**config.mk**
```make
export PLATFORM = sky130hd
export DESIGN_NAME = fifo_rd_ctrl
export DESIGN_NICKNAME = d
export VERILOG_FILES = /design/src/rtl/fifo_rd_ctrl.sv
export SDC_FILE = /design/constraint.sdc
export NUM_CORES = 1
export LEC_CHECK = 0
export ABC_AREA = 1
export CAP_MARGIN = 20
export CELL_PAD_IN_SITES_DETAIL_PLACEMENT = 1
export CELL_PAD_IN_SITES_GLOBAL_PLACEMENT = 1
export CORE_MARGIN = 5
export CORE_UTILIZATION = 28
export DETAILED_ROUTE_END_ITERATION = 8
export PLACE_DENSITY_LB_ADDON = 0.25
export SLEW_MARGIN = 15
export SYNTH_ARGS = -nofsm -noshare
export SYNTH_HDL_FRONTEND = slang
export SYNTH_SLANG_ARGS = --single-unit
```
**constraint.sdc**
```tcl
create_clock -name rclk_i -period 2.04 [get_ports rclk_i]
set_input_delay 0.408 -clock rclk_i [delete_from_list [all_inputs] [get_ports rclk_i]]
set_output_delay 0.408 -clock rclk_i [all_outputs]
set_load 0.02 [all_outputs]
```
**src/rtl/fifo_rd_ctrl.sv**
```systemverilog
// Read-side controller of the async FIFO: write-pointer synchronizer, read pointers,
// empty/level status and a show-ahead output register with valid/ready handshake.
module fifo_rd_ctrl #(
    parameter int unsigned PointerWidth = 4,
    parameter int unsigned DataWidth    = 8,
    parameter int unsigned AeThresh     = 2
) (
    input  logic                      rclk_i,
    input  logic                      rrst_i,
    input  logic [PointerWidth-1:0]   gray_wr_ptr_i,
    input  logic [DataWidth-1:0]      r_data_mem_i,
    output logic [PointerWidth-2:0]   r_addr_o,
    output logic                      r_en_o,
    output logic [PointerWidth-1:0]   gray_rd_ptr_o,
    output logic [DataWidth-1:0]      rd_data_o,
    output logic                      rd_valid_o,
    input  logic                      rd_ready_i,
    output logic                      rempty_o,
    output logic                      almost_empty_o,
    output logic [PointerWidth-1:0]   rd_level_o
);

    localparam int unsigned AddrWidth = PointerWidth - 1;
    localparam logic [31:0] AeThreshW = 32'(AeThresh);

    logic [PointerWidth-1:0] rd_ptr_q, rd_ptr_d;
    logic [PointerWidth-1:0] gray_rd_ptr_q, gray_rd_ptr_d;
    logic [PointerWidth-1:0] wq1_q, wq2_q;
    logic [DataWidth-1:0]    rd_data_q, rd_data_d;
    logic                    rd_valid_q, rd_valid_d;

    logic [PointerWidth-1:0] wbin;
    logic                    rempty;
    logic                    fetch;

    // Gray-to-binary on the synchronized write pointer: bit i is the XOR of bits MSB..i.
    always_comb begin
        wbin = '0;
        wbin[PointerWidth-1] = wq2_q[PointerWidth-1];
        for (int i = PointerWidth - 2; i >= 0; i--) begin
            wbin[i] = wbin[i+1] ^ wq2_q[i];
        end
    end

    assign rempty = (gray_rd_ptr_q == wq2_q);
    assign fetch  = !rempty && (!rd_valid_q || rd_ready_i);

    always_comb begin
        rd_ptr_d      = rd_ptr_q + {{AddrWidth{1'b0}}, fetch};
        gray_rd_ptr_d = rd_ptr_d ^ (rd_ptr_d >> 1);
        rd_data_d     = rd_data_q;
        rd_valid_d    = rd_valid_q;
        if (fetch) begin
            rd_data_d  = r_data_mem_i;
            rd_valid_d = 1'b1;
        end else if (rd_valid_q && rd_ready_i) begin
            rd_valid_d = 1'b0;
        end
    end

    always_ff @(posedge rclk_i) begin
        if (rrst_i) begin
            rd_ptr_q      <= '0;
            gray_rd_ptr_q <= '0;
            wq1_q         <= '0;
            wq2_q         <= '0;
            rd_data_q     <= '0;
            rd_valid_q    <= 1'b0;
        end else begin
            rd_ptr_q      <= rd_ptr_d;
            gray_rd_ptr_q <= gray_rd_ptr_d;
            wq1_q         <= gray_wr_ptr_i;
            wq2_q         <= wq1_q;
            rd_data_q     <= rd_data_d;
            rd_valid_q    <= rd_valid_d;
        end
    end

    assign r_addr_o       = rd_ptr_q[AddrWidth-1:0];
    assign r_en_o         = fetch;
    assign gray_rd_ptr_o  = gray_rd_ptr_q;
    assign rd_data_o      = rd_data_q;
    assign rd_valid_o     = rd_valid_q;
    assign rempty_o       = rempty;
    assign rd_level_o     = wbin - rd_ptr_q;
    assign almost_empty_o = (32'(rd_level_o) <= AeThreshW);

endmodule
```
* Word-level counts from Yosys, hierarchy flattened
Index checks and enable logic that the tools add are counted.
** Storage, ports and cells
- Register bits after elaboration :: 25
- Latch bits :: 0
- RAM bits :: 0
- Bits in read-only memories :: 0
- Word-level logic and storage cells :: 22
- Memories kept :: 0
** Operators by class
- Add/sub/neg operators :: 2
- $mul :: 0
- Div/mod/pow operators :: 0
- Order comparisons :: 1
- Eq/ne operators :: 1
- Shift operators :: 0
- Muxes and demuxes :: 2
- Bitwise logic cells :: 4
- Reduce and logical (&&, ||, !) cells :: 6
** Operators by type and width (number)
- adder 4 x 1 -> 4 bit :: 1
- == test 4 bit :: 1
- <= comparator 4 x 2 -> 1 bit, second input constant :: 1
- subtractor 4 bit :: 1
- XOR 4 x 3 -> 4 bit :: 1
- XOR 1 bit :: 3
- logical AND 1 bit :: 2
- logical NOT 1 bit :: 2
- 2-to-1 mux 1 bit :: 2
- nonzero test 2 bit :: 1
- logical OR 1 bit :: 1

* Longest topological paths before layout
Gate-level depths: netlist of run 1.
- Depth in word-level cells :: 5
- Gate-level depth with buffers :: 14
- Gate-level depth less buffers :: 13

* Worst setup path before layout of run 1
Ideal clock, no wire load.
- Path type :: register -> output
- From :: reg wq2_q[2]
- To :: out almost_empty_o
- Data arrival time :: 2.237 ns
- Required time :: 1.632 ns
- Slack :: -0.605 ns
- Stages on the path, launching flop included :: 10
- Path buffers :: 0
- Cell sequence :: dfxtp_1 -> xor2_1 -> xnor3_1 -> inv_1 -> ha_1 -> inv_1 -> fa_1 -> inv_1 -> nor2_1 -> nor3_1
** On the way
- Word-level cells in the longest chain between the ends :: 5
** Ends and longest elaborated chain
- start: declaration :: line 28 : logic [PointerWidth-1:0] wq1_q, wq2_q;
- start signal: assignment :: line 73 : wq2_q <= wq1_q;
- XOR 1 bit (*) (2 in series) :: line 41 : wbin[i] = wbin[i+1] ^ wq2_q[i];
- XOR 1 bit :: line 41
- subtractor 4 bit (*) :: line 85 : assign rd_level_o = wbin - rd_ptr_q;
- named net rd_level_o[1] :: line 20 : output logic [PointerWidth-1:0] rd_level_o
- <= comparator 4 x 2 -> 1 bit (*) :: line 86 : assign almost_empty_o = (32'(rd_level_o) <= AeThreshW);
- end: declaration :: line 19 : output logic almost_empty_o,
Mark *: on every way through the listed nets, which the timed path passes. The rest lies on a longest branch.

* Worst setup path in the final report of run 1
- From :: reg wq2_q[2]
- To :: out almost_empty_o
** On the way
- Word-level cells in the longest chain between the ends :: 5
** Ends and longest elaborated chain (line)
- XOR 1 bit (*) :: 41
- XOR 1 bit (2 in series) :: 41
- subtractor 4 bit (*) :: 85
- <= comparator 4 x 2 -> 1 bit (*) :: 86
Mark *: on every way between the ends. The rest lies on a longest branch, timed or not.

==> results of run 1 <==
[cell type report]
class,count,area share (%)
multi-input combinational,89,33.40
sequential,24,26.92
clock buffer,3,2.277
tap,50,3.451
timing repair buffer,52,26.09
inverter,38,7.868
[stage by stage]
| step | hold WS, ps | instances | area [µm²] |
|---|---|---|---|
| finish | 400.5 | 256 | 1813 |
| global route | 428.3 | 256 | 1813 |
| CTS | 404.9 | 254 | 1745 |
| detailed placement | 393.0 | 249 | 1690 |
| global placement | 393.9 | 249 | 1690 |
| floorplan | 380.9 | 155 | 1205 |
[what timing repair did]
action / in CTS / in global routing
buffers inserted: 2 / 2
pin swaps: 2 / 7
endpoints found under the setup margin: 7 / 8
gates resized for setup: 31 / 12
[state kept, by name, summed over array words and instances (netlist names)]
signal and cells:
gray_rd_ptr_o 3, rd_data_o 8, rd_ptr_q 4, rd_valid_o 1, wq1_q 4, wq2_q 4
[critical path, delay by kind of cell, from the launching register on]
kind	cells	cell delay, ps
DFF	1	360
adders and majority gates	2	530
buffers and inverters	3	280
and+or+nand+nor	1	180
xor gates and xnor gates	3	560
[path summary, 6_finish.rpt]
path,endpoint,from,depth (start not counted),slack (ps)
hold / removal,wq2_q[3]$_SDFF_PP0_,wq1_q[3]$_SDFF_PP0_,2,400
hold reg to reg,wq2_q[3]$_SDFF_PP0_,wq1_q[3]$_SDFF_PP0_,2,400
setup / recovery,almost_empty_o,wq2_q[2]$_SDFF_PP0_,9,-540
setup reg to reg,gray_rd_ptr_o[1]$_SDFF_PP0_,wq2_q[1]$_SDFF_PP0_,14,130
[cell usage in the layout (no fill, tap or decap), types with 3 or more instances in the layout]
| cell | Yosys | final |
|---|---|---|
| inv_1 | 37 | 36 |
| clkdlybuf4s50_1 | 0 | 30 |
| nor2_1 | 24 | 22 |
| nand2_1 | 22 | 20 |
| dfxtp_1 | 24 | 18 |
| buf_4 | 0 | 17 |
| nand3_1 | 9 | 9 |
| a21oi_1 | 10 | 9 |
| dfxtp_2 | 0 | 6 |
| nand2_2 | 3 | 4 |
| ha_2 | 0 | 3 |
| clkbuf_8 | 0 | 3 |
[routing by layer]
layer	up-vias	share of wire, %
li1	553	-
met1	512	40
met2	19	56
met3	2	3.6
met4	0	0.43
met5	-	0
[report_power, final]
| part | switching, mW | internal [mW] | total, mW |
|---|---|---|---|
| Clock | 0.145 | 0.132 | 0.277 |
| Combinational | 0.734 | 0.608 | 1.34 |
| Sequential | 0.0616 | 0.577 | 0.639 |
[kinds of logic (layout without fill, tap and decap cells)]
group	after synthesis	in the layout	share of synthesized area (%)
compound gates	13	13	5.908
fa+ha+maj	6	6	7.089
xor+xnor	7	7	6.445
flops	24	24	41.25
buf+inv	42	93	14.82
simple gates	63	63	24.49
==> results_dict.tcl, run 1 <==
set metrics [dict create \
    drive_gt1_share_pct 26.21 \
    multi_input_area_um2 605.6 \
    routed_via_density 4.242 \
    syn_avg_cell_area_um2 7.515 \
    use_met3_pct 1.892 \
    root_buffer "clkbuf_8" \
    ys.warnings.count 0 \
    final.setup.tns_ps -1726 \
    regArea_um2 488.0 \
    clock_latency_ps 260 \
    grt_use_met2_pct 21.76 \
    startpoint_type "register" \
    rsz0062_at_grt "true" \
    synth_most_common_cell "inv_1" \
    gp_congestion 0.7905 \
    cts.sinks 24 \
    holdBufCountCts 0 \
    antenna_found_initial 0 \
    numPortBuffers 37 \
    n_fill_cell 496 \
    slew_headroom_pct 73.83 \
    core_area_um2 4029 \
    pin_count 38 \
    cpPeakStageDelay_ps 380 \
    synth_fp_nets 176 \
    drtPass1Iterations 4 \
    ys_seq_area_share_pct 41.25 \
    grt_overflow 0 \
    vdd_drop_max_v 0.0003803 \
    setup_viol_count_final 4 \
    dp_hpwl_um 2394 \
    finalCritPeriodShare_pct 126.5 \
    synth-async-reset-ratio_pct 0 \
    cts_tree "done" \
    skew_ps 0.6708 \
    num_vias 1086 \
    power_mw 2.258 \
    antenna_cells 0 \
    crit_arrival_ps 2170 \
    final_util_pct 45.00 \
    cp_cell_sequence "xor2_2, xnor3_1, inv_1, ha_1, inv_2, fa_2, xor2_4, nor3_2, buf_4" \
    pre_cts_slack_ps -757.7 \
    cp.required_ps 1630 \
    status "finished with violations" \
    synth_top_cell_area_share_pct 41.25 \
    final-hold-violation-count 0 \
    fmax_ghz 0.3876 \
    grt_util_all_layers_pct 11.61 \
    grt_pass1_wl_um 5112 \
    hold_path_class "register to register" \
    postRouteAntennaNets 0 \
    violations "setup timing" \
    grt_max_degree 18 \
    initial_core_util_pct 28.91 \
    fin_crit_ps 2580 \
    cp_slowest_cell "fa_2" \
    drv_slew 0 \
    wl_per_cell_um 11.83 \
    die_h_um 74.50 \
    synth_area_leader_cell "dfxtp_1" \
    path_max_fanout 2 \
    setup_ws_ps -539.7 \
    ys_types 22 \
    final_nets 229 \
    endpoint_kind "output port" \
    syn_area_um2 1165 \
    path_clk_slew_ps 80 \
    syn2layout_area_growth_pct 55.64 \
    grt_util_met1_pct 13.35 \
    worst_pin_slew_ps 392.1 \
    wl_um 3029 \
    power_density_nw_per_um2 1245 \
    num_rows 23 \
    synth_edf_count 0 \
    drv_cap 0 \
    synthCells 155 \
    clockBufferDepth 2 \
    chipWidth_um 74.50 \
    grt_pass1_vias 1183 \
    first_iter_violations 27 \
    crit_type "register to output port" \
    ys_top_cells_by_area "dfxtp_1, inv_1, nor2_1" \
    cellLeakagePower_nw 0.8660 \
    synth-main-ff-cell "dfxtp_1" \
    synthTopCellsByCount "inv_1, dfxtp_1, nor2_1" \
    die_area_um2 5550 \
    drc 0 \
    yosys_register_bits 24 \
    cts_buffers 3 \
    grt.busiest_layer "met2" \
    cts_htree_levels 1 \
]
Power figures use the tool's default switching activity.
==> inputs of run 2 (changes only) <==
Settings changed: PLACE_DENSITY_LB_ADDON 0.25 to 0.2.
==> results_dict.tcl, run 2 (synthesis results as in run 1) <==
set metrics [dict create \
    drive_gt1_share_pct 28.23 \
    drc 0 \
    final_cell_mix "inv_1, clkdlybuf4s50_1, nor2_1" \
    cp.required_ps 1630 \
    violations "setup timing" \
    grt_pass1_wl_um 5037 \
    timing.hold.ws_ps 406.4 \
    grt_util_all_layers_pct 11.66 \
    drtPass1Iterations 3 \
    whs_path_depth 2 \
    power_density_nw_per_um2 1284 \
    routed_via_density 4.228 \
    min_from "wq1_q[2]$_SDFF_PP0_" \
    p_int_mw 1.414 \
    wl_per_cell_um 11.61 \
    die_h_um 74.50 \
    grt.busiest_layer "met2" \
    syn2layout_area_growth_pct 59.40 \
    clockBufferDepth 2 \
    antenna_found_initial 0 \
    cts_buffers 3 \
    final-hold-violation-count 0 \
    status "finished with violations" \
    core_area_um2 4029 \
    crit_type "register to output port" \
    drv_slew 0 \
    wl_um 3007 \
    final_cells 259 \
    worst_pin_slew_ps 335.6 \
    hold_path_class "register to register" \
    setup_viol_count_final 4 \
    cts_tree "done" \
    power.share.clock_pct 13.8 \
    cellLeakagePower_nw 0.8857 \
    vdd_drop_max_v 0.0004536 \
    gp_congestion 0.7799 \
    chipWidth_um 74.50 \
    fmax_ghz 0.3880 \
    cts_htree_levels 1 \
    path_max_fanout 2 \
    min_to "wq2_q[2]$_SDFF_PP0_" \
    switching_power_uw 970.7 \
    numPortBuffers 37 \
    slew_headroom_pct 77.60 \
    timing.rr.start "wq2_q[3]$_SDFF_PP0_" \
    num_vias 1095 \
    cts.sinks 24 \
    seqPwrFrac_pct 27.0 \
    n_fill_cell 490 \
    num_rows 23 \
    grt_max_degree 18 \
    pin_count 38 \
    crit_arrival_ps 2170 \
    use_met3_pct 1.757 \
    final_nets 231 \
    antenna_cells 0 \
    endpoint_kind "output port" \
    first_iter_violations 19 \
    path_clk_slew_ps 80 \
    mostFrequentLayoutCell "inv_1" \
    initial_core_util_pct 28.91 \
    holdBufCountCts 0 \
    dp.cells 250 \
    fin_crit_ps 2577 \
    grt_pass1_vias 1145 \
    setup_ws_ps -537.4 \
    clock_latency_ps 270 \
    reg2reg_to "gray_rd_ptr_o[1]$_SDFF_PP0_" \
    drv_cap 0 \
    skew_ps 9.848 \
    grt_use_met2_pct 20.20 \
    root_buffer "clkbuf_8" \
    finalCritPeriodShare_pct 126.3 \
    final_util_pct 46.09 \
    r2r_slack_ps 160 \
    p_comb_share_pct 59.3 \
    grt_util_met1_pct 14.15 \
    dp_hpwl_um 2377 \
    r2r_cells 14 \
    postRouteAntennaNets 0 \
    grt_overflow 0 \
    startpoint_type "register" \
    die_area_um2 5550 \
    switching_share_pct 40.70 \
    largest_reg_flops 8 \
    rsz0062_at_grt "true" \
]
run 2: area by class of cell:
cell class / instances / area (µm²) / share of cell area, %
multi-input cells: 89 / 611.8 / 32.95
flip-flops and latches: 24 / 486.7 / 26.21
repair buffers: 54 / 498.0 / 26.82
well taps: 50 / 62.56 / 3.369
clock buffers: 4 / 55.05 / 2.965
inverters: 38 / 142.6 / 7.682
run 2: power by group through the flow:
| stage | clock network (mW) | registers [mW] | logic, mW |
|---|---|---|---|
| finish | 0.328 | 0.643 | 1.41 |
| global route | 0.352 | 0.654 | 1.56 |
| CTS | 0.337 | 0.644 | 1.31 |
| detailed placement | 0 | 0.653 | 1.32 |
| global placement | 0 | 0.649 | 1.27 |
| floorplan | 0 | 0.767 | 0.643 |
run 2: worst max-delay path, stage by stage, from the launching register on:
cell     delay [ps]
dfxtp_2         370
xor2_2          160
xnor3_1         220
inv_1            70
ha_2            160
inv_2            50
fa_2            540
inv_2            40
nor2_2          100
nor3_2           40
buf_4           150
run 2: per-layer routing:
| metal | vias to the layer above | routed length [µm] | share of wire (%) |
|---|---|---|---|
| li1 | 558 | - | - |
| met1 | 507 | 1252 | 42 |
| met2 | 25 | 1565 | 52 |
| met3 | 5 | 125 | 4.2 |
| met4 | 0 | 63 | 2.1 |
| met5 | - | 0 | 0 |
run 2: stage by stage:
| stage | setup TNS [ps] | area (µm²) | setup WS, ps | total power, mW |
|---|---|---|---|---|
| CTS | -1801 | 1763 | -558.9 | 2.294 |
| detailed placement | -2545 | 1698 | -747.3 | 1.977 |
| finish | -1610 | 1857 | -537.4 | 2.385 |
| floorplan | -327.2 | 1205 | -327.2 | 1.410 |
| global route | -2122 | 1857 | -654.5 | 2.563 |
| global placement | -2248 | 1698 | -646.8 | 1.920 |
run 2: how the worst max path moves through the flow:
stage	start	endpoint	slack [ps]	depth (start not counted)
2_1_floorplan	wq2_q[3]$_SDFF_PP0_	almost_empty_o	-330	9
3_3_place_gp	wq2_q[2]$_SDFF_PP0_	almost_empty_o	-650	9
3_5_place_dp	wq2_q[3]$_SDFF_PP0_	almost_empty_o	-750	10
4_1_cts	wq2_q[3]$_SDFF_PP0_	almost_empty_o	-560	10
5_1_grt	wq2_q[3]$_SDFF_PP0_	almost_empty_o	-650	10
6_report	wq2_q[3]$_SDFF_PP0_	almost_empty_o	-540	10
run 2: timing repair:
action,CTS,global route
resized for setup,29,19
pin swaps,9,9
setup buffers,1,5
endpoints found under the setup margin,7,8
